[config.mk]
export PLATFORM = sky130hd
export DESIGN_NAME = param_coeff_loader
export DESIGN_NICKNAME = d
export VERILOG_FILES = /design/src/rtl/coeff_loader_pkg.sv /design/src/rtl/wait_timer.sv /design/src/rtl/param_coeff_loader.sv
export SDC_FILE = /design/constraint.sdc
export NUM_CORES = 1
export LEC_CHECK = 0
export ABC_AREA = 1
export BUFFER_PORTS_ARGS = -buffer_cell sky130_fd_sc_hd__buf_2
export CAP_MARGIN = 20
export CORE_AREA = 8 8 45 47
export CTS_BUF_LIST = sky130_fd_sc_hd__clkbuf_4 sky130_fd_sc_hd__clkbuf_8
export CTS_CLUSTER_SIZE = 24
export DETAILED_ROUTE_END_ITERATION = 12
export DIE_AREA = 0 0 53 55
export GPL_TIMING_DRIVEN = 0
export PLACE_DENSITY_LB_ADDON = 0.1
export SETUP_SLACK_MARGIN = 0.05
export SLEW_MARGIN = 10
export SYNTH_ARGS = -nofsm -noshare
export SYNTH_HDL_FRONTEND = slang
export SYNTH_SLANG_ARGS = --single-unit
[constraint.sdc]
create_clock -name clk -period 1 [get_ports clk]
set_clock_uncertainty 0.15 [all_clocks]
set_input_delay 0.1 -clock clk [delete_from_list [all_inputs] [get_ports clk]]
set_output_delay 0.1 -clock clk [all_outputs]
set_load 0.01 [all_outputs]
[src/rtl/coeff_loader_pkg.sv]
// Shared types and default sizing for the coefficient loader.
// The optional WAIT timeout is enabled with COEFF_LOADER_TIMEOUT_EN.
package coeff_loader_pkg;

    localparam int unsigned DEFAULT_NUM_COEFFS     = 4;
    localparam int unsigned DEFAULT_TIMEOUT_CYCLES = 255;
    localparam int unsigned WAIT_CNT_W             = 16;

    typedef enum logic [2:0] {
        IDLE,
        LOAD,
        WAIT,
        CLEAR,
        ERR
    } state_t;

endpackage

[src/rtl/wait_timer.sv]
// Counts busy cycles inside WAIT; at_limit flags the cycle whose increment reaches the limit.
// Only instantiated when COEFF_LOADER_TIMEOUT_EN is defined.
module wait_timer
    import coeff_loader_pkg::*;
#(
    parameter int unsigned WIDTH = WAIT_CNT_W
) (
    input  logic             clk,
    input  logic             n_reset,
    input  logic             clear,
    input  logic             enable,
    input  logic [WIDTH-1:0] limit,
    output logic             at_limit
);

    logic [WIDTH-1:0] count;

    // Saturates at the limit so the count can never wrap.
    always_ff @(posedge clk or negedge n_reset) begin
        if (!n_reset) begin
            count <= '0;
        end else if (clear) begin
            count <= '0;
        end else if (enable && (count != limit)) begin
            count <= count + 1'b1;
        end
    end

    assign at_limit = enable && (count == (limit - 1'b1));

endmodule

[src/rtl/param_coeff_loader.sv]
// Sequences NUM_COEFFS coefficient loads into a datapath gated by modwait.
// Define COEFF_LOADER_TIMEOUT_EN to bound each WAIT to TIMEOUT_CYCLES busy cycles.
module param_coeff_loader
    import coeff_loader_pkg::*;
#(
    parameter  int unsigned NUM_COEFFS     = DEFAULT_NUM_COEFFS,
    parameter  int unsigned TIMEOUT_CYCLES = DEFAULT_TIMEOUT_CYCLES,
    localparam int unsigned IDX_W          = $clog2(NUM_COEFFS)
) (
    input  logic             clk,
    input  logic             n_reset,
    input  logic             new_coefficient_set,
    input  logic             modwait,
    output logic             load_coeff,
    output logic [IDX_W-1:0] coefficient_num,
    output logic             clear_new_coefficient,
    output logic             busy,
    output logic             timeout_err
);

    localparam logic [IDX_W-1:0] LAST_IDX = IDX_W'(NUM_COEFFS - 1);

    state_t           state, state_next;
    logic [IDX_W-1:0] idx, idx_next;
    logic             timeout_hit;

`ifdef COEFF_LOADER_TIMEOUT_EN
    localparam logic [WAIT_CNT_W-1:0] LIMIT = WAIT_CNT_W'(TIMEOUT_CYCLES);

    logic timeout_err_q;

    wait_timer #(.WIDTH(WAIT_CNT_W)) u_wait_timer (
        .clk      (clk),
        .n_reset  (n_reset),
        .clear    (state == LOAD),
        .enable   ((state == WAIT) && modwait),
        .limit    (LIMIT),
        .at_limit (timeout_hit)
    );

    // Sticky until the next sequence actually starts.
    always_ff @(posedge clk or negedge n_reset) begin
        if (!n_reset) begin
            timeout_err_q <= 1'b0;
        end else if ((state == IDLE) && (state_next == LOAD)) begin
            timeout_err_q <= 1'b0;
        end else if (state_next == ERR) begin
            timeout_err_q <= 1'b1;
        end
    end

    assign timeout_err = timeout_err_q;
`else
    assign timeout_hit = 1'b0;
    assign timeout_err = 1'b0;
`endif

    always_ff @(posedge clk or negedge n_reset) begin
        if (!n_reset) begin
            state <= IDLE;
            idx   <= '0;
        end else begin
            state <= state_next;
            idx   <= idx_next;
        end
    end

    always_comb begin
        state_next = state;
        idx_next   = idx;
        unique case (state)
            IDLE: begin
                if (new_coefficient_set && !modwait) begin
                    state_next = LOAD;
                    idx_next   = '0;
                end
            end
            LOAD: begin
                state_next = (idx == LAST_IDX) ? CLEAR : WAIT;
            end
            WAIT: begin
                if (!modwait) begin
                    state_next = LOAD;
                    idx_next   = idx + 1'b1;
                end else if (timeout_hit) begin
                    state_next = ERR;
                end
            end
            CLEAR, ERR: begin
                state_next = IDLE;
            end
            default: begin
                state_next = IDLE;
            end
        endcase
    end

    assign load_coeff            = (state == LOAD);
    assign clear_new_coefficient = (state == CLEAR) || (state == ERR);
    assign busy                  = (state != IDLE);
    assign coefficient_num       = (state == IDLE) ? '0 : idx;

endmodule

==> results of run 1 <==
[state kept, by name, summed over array words and instances (netlist names)]
name / flops
idx: 2
state: 2
[synthesized netlist by cell type, drive strengths merged]
library cell / instances / share of area
buf: 1 / 0.033
nand3: 1 / 0.022
nand4: 1 / 0.028
dfrtp: 4 / 0.44
nor2: 5 / 0.094
inv: 8 / 0.13
nand2: 9 / 0.15
conb: 1 / 0.017
nor3: 1 / 0.022
ha: 1 / 0.056
[metal layers]
| layer | up-vias | part of all wire |
|---|---|---|
| li1 | 127 | - |
| met2 | 7 | 0.42 |
| met1 | 89 | 0.47 |
| met5 | - | 0 |
| met4 | 0 | 0 |
| met3 | 0 | 0.11 |
[power by group through the flow]
stage	clock, mW	sequential (mW)	combinational (mW)
final	0.191	0.290	0.371
after CTS	0.203	0.291	0.282
after floorplan	0	0.268	0.166
after detailed placement	0	0.282	0.252
after global routing	0.215	0.298	0.431
after global placement	0	0.285	0.252
[path summary, 6_finish.rpt]
path | from | endpoint | slack [ns] | cells past startpoint
worst max-delay path | state[0]$_DFFE_PN0P_ | coefficient_num[1] | -0.24 | 3
worst min-delay path | n_reset | state[0]$_DFFE_PN0P_ | 0.04 | 2
worst max register to register | state[0]$_DFFE_PN0P_ | idx[1]$_DFFE_PN0P_ | -0.15 | 5
worst min register to register | idx[1]$_DFFE_PN0P_ | idx[1]$_DFFE_PN0P_ | 0.37 | 2
max in group asynchronous | n_reset | state[1]$_DFFE_PN0P_ | 0.53 | 2
min in group clk | modwait | state[0]$_DFFE_PN0P_ | 0.04 | 4
[layout make-up]
class,instances,area share
multi-input combinational,19,0.2978
sequential,4,0.2571
timing repair buffer,14,0.2445
inverter,8,0.07524
clock buffer,3,0.05643
tap,16,0.05016
buffer,1,0.01881
[kinds of logic after synthesis]
group                    after synthesis  synth area share
AND/OR/NAND/NOR                       17            0.3166
buffers and inverters                  9            0.1667
flip-flops                             4            0.4445
adder cells (fa/ha/maj)                1           0.05555
other                                  1           0.01665
[what timing repair did]
item / CTS / global route
endpoints found under the setup margin: 9 / 9
hold buffers: 1 / 0
pin swaps: 2 / 0
setup buffers: 1 / 4
hold endpoints to repair: 4 / 0
resized for setup: 7 / 6
[stage by stage]
stage | TNS (ns) | instance area, um^2 | std cells
global route | -2.019 | 399.1 | 65
floorplan | -0.03252 | 227.7 | 32
global placement | -0.2935 | 287.8 | 56
finish | -1.513 | 399.1 | 65
detailed placement | -0.2281 | 287.8 | 56
CTS | -1.465 | 345.3 | 61
[critical path, stage by stage, from the launching register on]
cell     delay [ns]
dfrtp_2        0.43
nor2_4         0.15
nor2_1         0.05
buf_2          0.13
==> out/metrics.yaml, run 1 <==
outcome:
  outcome: "complete, but fails checks"
  violations: "setup timing"
final_layout:
  utilization: 0.2884
  layout_common_cells: "7 x nand2_1, 7 x buf_2, 6 x inv_1, 5 x buf_4, 3 x clkbuf_4"
  area_growth_syn_to_layout_pct: 77.22
  regArea_um2: 102.6
  antenna_cells: 0
  nNetsFinal: 56
  drive_gt1_frac: 0.5510
  multi_input_area_um2: 118.9
  nFillCells: 147
placed_design:
  port_buffers: 8
  gp_congestion: 0.6369
  hpwl_um: 438.9
  post-place-ws_ns: -0.07803
power_and_ir_drop:
  p_leak_nw: 0.2281
  internal-power_uw: 546.5
  switching_power_uw: 304.9
  power_density_nw_per_um2: 2133
  pwr-share-comb: 0.435
  total_power_uw: 851.5
  peakVddDrop_uv: 736.7
  seqPwrFrac: 0.341
  sw_frac_of_total: 0.3581
  p_clk_frac: 0.224
grt:
  antenna_found_initial: 0
  grt_overflow_total: 0
  grt_pass1_vias: 234
  grt_util_met3: 0.03209
  grt_usage: 0.04433
  met2_usage: 0.05469
  grt_max_degree: 7
  grt_busiest_layer: "met2"
  met1_usage: 0.04885
  grt_pass1_wl_um: 910
synth:
  ys_ff_latch: 4
  synth_nets: 37
  ys_warn_count: 0
  synth.avg_cell_area_um2: 7.038
  syn_inst: 32
  syn_area_um2: 225.2
  seq_area_frac_synth: 0.4444
  yosysUniqueCellTypes: 11
sta:
  hold_viol: 0
  slew_viol_final: 0
  timing.hold.ws_ns: 0.03675
  period_share: 1.238
  setup_ws_ns: -0.2384
  period_needed_ns: 1.238
  max_freq_ghz: 0.8075
  grt_setup_unrepaired: "yes"
  setup_viol: 9
floorplanning:
  rows: 14
  initial_core_util: 0.1627
  io_pins: 10
  die_w_um: 53
  die_h_um: 55
  dieArea_um2: 2915
  core_um2: 1384
clock_network:
  cts.clk_slew.worst_paths_ns: 0.04
  cts.sinks: 4
  htree_levels: 1
  clock_latency_ns: 0.23
  numCtsBuffers: 3
  cts_max_path_buffers: 2
  cts_tree: "done"
  cts_root_buf: "clkbuf_4"
routing:
  first_pass_iters: 3
  via_per_inst: 3.431
  vias: 223
  drt_wl_total_um: 545
  drtIter0Drc: 2
  routedWlPerCell_um: 8.385
  ant_nets: 0
  drc: 0
setup_path:
  path_class: "flip-flop to output port"
  worst_setup_path_end_kind: "output port"
  required_ns: 0.75
  path_max_fanout: 4
  cp.arrival_ns: 0.99
  start_kind: "flip-flop"
run:
  cap_violations: 0
hold_path:
  hp-class: "primary input to asynchronous set/reset pin"
No activity file was read; power rests on OpenSTA's default activity.
==> run 2: changes to the inputs <==
==> constraint.sdc (replaced) <==
create_clock -name clk -period 1.5 [get_ports clk]
set_clock_uncertainty 0.15 [all_clocks]
set_input_delay 0.15 -clock clk [delete_from_list [all_inputs] [get_ports clk]]
set_output_delay 0.15 -clock clk [all_outputs]
set_load 0.01 [all_outputs]
==> run 2 against run 1 <==
  * The run now ends clean
  * First-iteration DRC count decreased by 50%
  * Setup slack improved by 0.43 ns
  * Global-route usage is 0.052 points lower
  * Cell count fell by 7.7%
  * Count of clock-buffer cells in the layout unchanged
  * Critical path depth unchanged
  * Sequential share of layout area up 5.3 points
  * Via count fell by 10%
  * Core utilization decreased by 5.5 points
  * Clock power shrank 32%
  * Critical path type unchanged
  * Largest cell class is now sequential cells
==> out/metrics.yaml, run 2 (synthesis results as in run 1) <==
setup_path:
  slowest_delay_ns: 0.45  # +0.02 ns
  crit_slowest_cell: "dfrtp_1"
  path_class: "flip-flop to output port"
  cp.arrival_ns: 1.00  # about the same
  start_kind: "flip-flop"
  required_ns: 1.20  # +0.45 ns
  worst_setup_path_end_kind: "output port"
  path_max_fanout: 6  # +2
  crit_chain: "nor2_4 -> nor2_1 -> buf_2"
floorplanning:
  die_w_um: 53  # unchanged
  io_pins: 10  # unchanged
  rows: 14  # unchanged
  die_h_um: 55  # unchanged
  core_um2: 1384  # unchanged
  initial_core_util: 0.1627  # unchanged
  dieArea_um2: 2915  # unchanged
sta:
  period_needed_ns: 1.304
  setup_viol: 0  # -9
  timing.hold.ws_ns: 0.06963  # +0.03288 ns
  slew_viol_final: 0  # unchanged
  period_share: 0.8692
  setup_ws_ns: 0.1961  # +0.4345 ns
  max_freq_ghz: 0.7669
  setup_tns_ns: 0  # +1.513 ns
  hold_viol: 0  # unchanged
  grt_setup_unrepaired: "no"
placed_design:
  hpwl_um: 448.4  # +2.2%
  post-place-ws_ns: 0.3753  # +0.4533 ns
  port_buffers: 8  # unchanged
  dp_cells: 56  # unchanged
  gp_congestion: 0.6708  # +5.3%
routing:
  via_per_inst: 3.333  # -2.8%
  drc: 0  # unchanged
  routedWlPerCell_um: 8.733  # +4.2%
  drtIter0Drc: 1  # -1
  first_pass_iters: 2  # -1
  drt_wl_total_um: 524  # -3.9%
  vias: 200  # -10%
  ant_nets: 0  # unchanged
grt:
  grt_overflow_total: 0  # unchanged
  antenna_found_initial: 0  # unchanged
  grt_pass1_vias: 206  # -12%
  grt_max_degree: 7  # unchanged
  grt_pass1_wl_um: 848  # -6.8%
  grt_usage: 0.04381  # -0.0005234
final_layout:
  nNetsFinal: 51  # -8.9%
  drive_gt1_frac: 0.2955  # -0.2556
  antenna_cells: 0  # unchanged
  area_growth_syn_to_layout_pct: 43.33
  mostFrequentLayoutCell: "nand2_1"
  stdcell_count: 60  # -7.7%
  layout_common_cells: "9 x nand2_1, 8 x inv_1, 8 x buf_2, 4 x nor2_1, 4 x dfrtp_1"
  reg_top3: "idx x2, state x2"
clock_network:
  cts.clk_slew.worst_paths_ns: 0.04  # about the same
  clock_latency_ns: 0.23  # about the same
  cts_tree: "done"
  cts_root_buf: "clkbuf_4"
  cts_max_path_buffers: 2  # unchanged
  cts.sinks: 4  # unchanged
  numCtsBuffers: 3  # unchanged
  post-cts-setup-buffer-count: 0  # -1
  htree_levels: 1  # unchanged
power_and_ir_drop:
  p_leak_nw: 0.2029  # -11%
  total_power_uw: 483.9  # -43%
  peakVddDrop_uv: 457.4  # -38%
  power_density_nw_per_um2: 1499  # -30%
hold_path:
  hp-class: "primary input to flip-flop"
outcome:
  outcome: "finished clean"
run:
  cap_violations: 0  # unchanged
==> run 2: worst paths after layout <==
path / start / to / slack [ns] / depth (start not counted)
max: state[1]$_DFFE_PN0P_ / coefficient_num[1] / 0.20 / 3
min: modwait / idx[0]$_DFFE_PN0P_ / 0.07 / 4
max reg2reg: state[0]$_DFFE_PN0P_ / idx[0]$_DFFE_PN0P_ / 0.38 / 4
min reg2reg: idx[1]$_DFFE_PN0P_ / idx[1]$_DFFE_PN0P_ / 0.36 / 2
max in group asynchronous: n_reset / idx[0]$_DFFE_PN0P_ / 0.99 / 2
min in group asynchronous: n_reset / idx[1]$_DFFE_PN0P_ / 0.10 / 2
==> run 2: repair_timing <==
action	CTS	global route
gates resized for setup	0	1
endpoints found under the hold margin	4	0
endpoints found under the setup margin	0	1
hold buffers	1	0
==> run 2: metrics by stage <==
stage / cell area [um^2] / util
after floorplan: 225.2 / -
after global placement: 285.3 / 0.2061
after detailed placement: 285.3 / 0.2061
after CTS: 317.8 / 0.2297
after global routing: 322.8 / 0.2333
final: 322.8 / 0.2333
==> run 2: cell type report <==
type / count / area [um^2]
clock buffers: 3 / 22.52
inverters: 8 / 30.03
multi-input cells: 19 / 92.59
plain buffers: 1 / 7.507
fillers: 165 / 1061
repair buffers: 9 / 50.05
well taps: 16 / 20.02
flip-flops and latches: 4 / 100.1
==> run 2: where the power goes <==
part / switching (mW) / leakage [nW] / internal (mW) / total [mW]
Clock: 0.0400 / 0.0138 / 0.0892 / 0.129
Sequential: 0.0450 / 0.0522 / 0.147 / 0.192
Combinational: 0.0922 / 0.137 / 0.0705 / 0.163
Total: 0.177 / 0.203 / 0.307 / 0.484
==> run 2: layer usage <==
| metal | wire length [um] | GRT usage |
|---|---|---|
| met5 | 0 | 0 |
| met4 | 0 | 0.05172 |
| met3 | 54 | 0.03209 |
| met2 | 263 | 0.05859 |
| met1 | 207 | 0.03976 |
==> run 2: worst max-delay path: cells and delay by family (launching register included) <==
kind,cells,cell delay [ns]
and+or+nand+nor,2,0.19
DFF,1,0.45
buffers and inverters,1,0.13
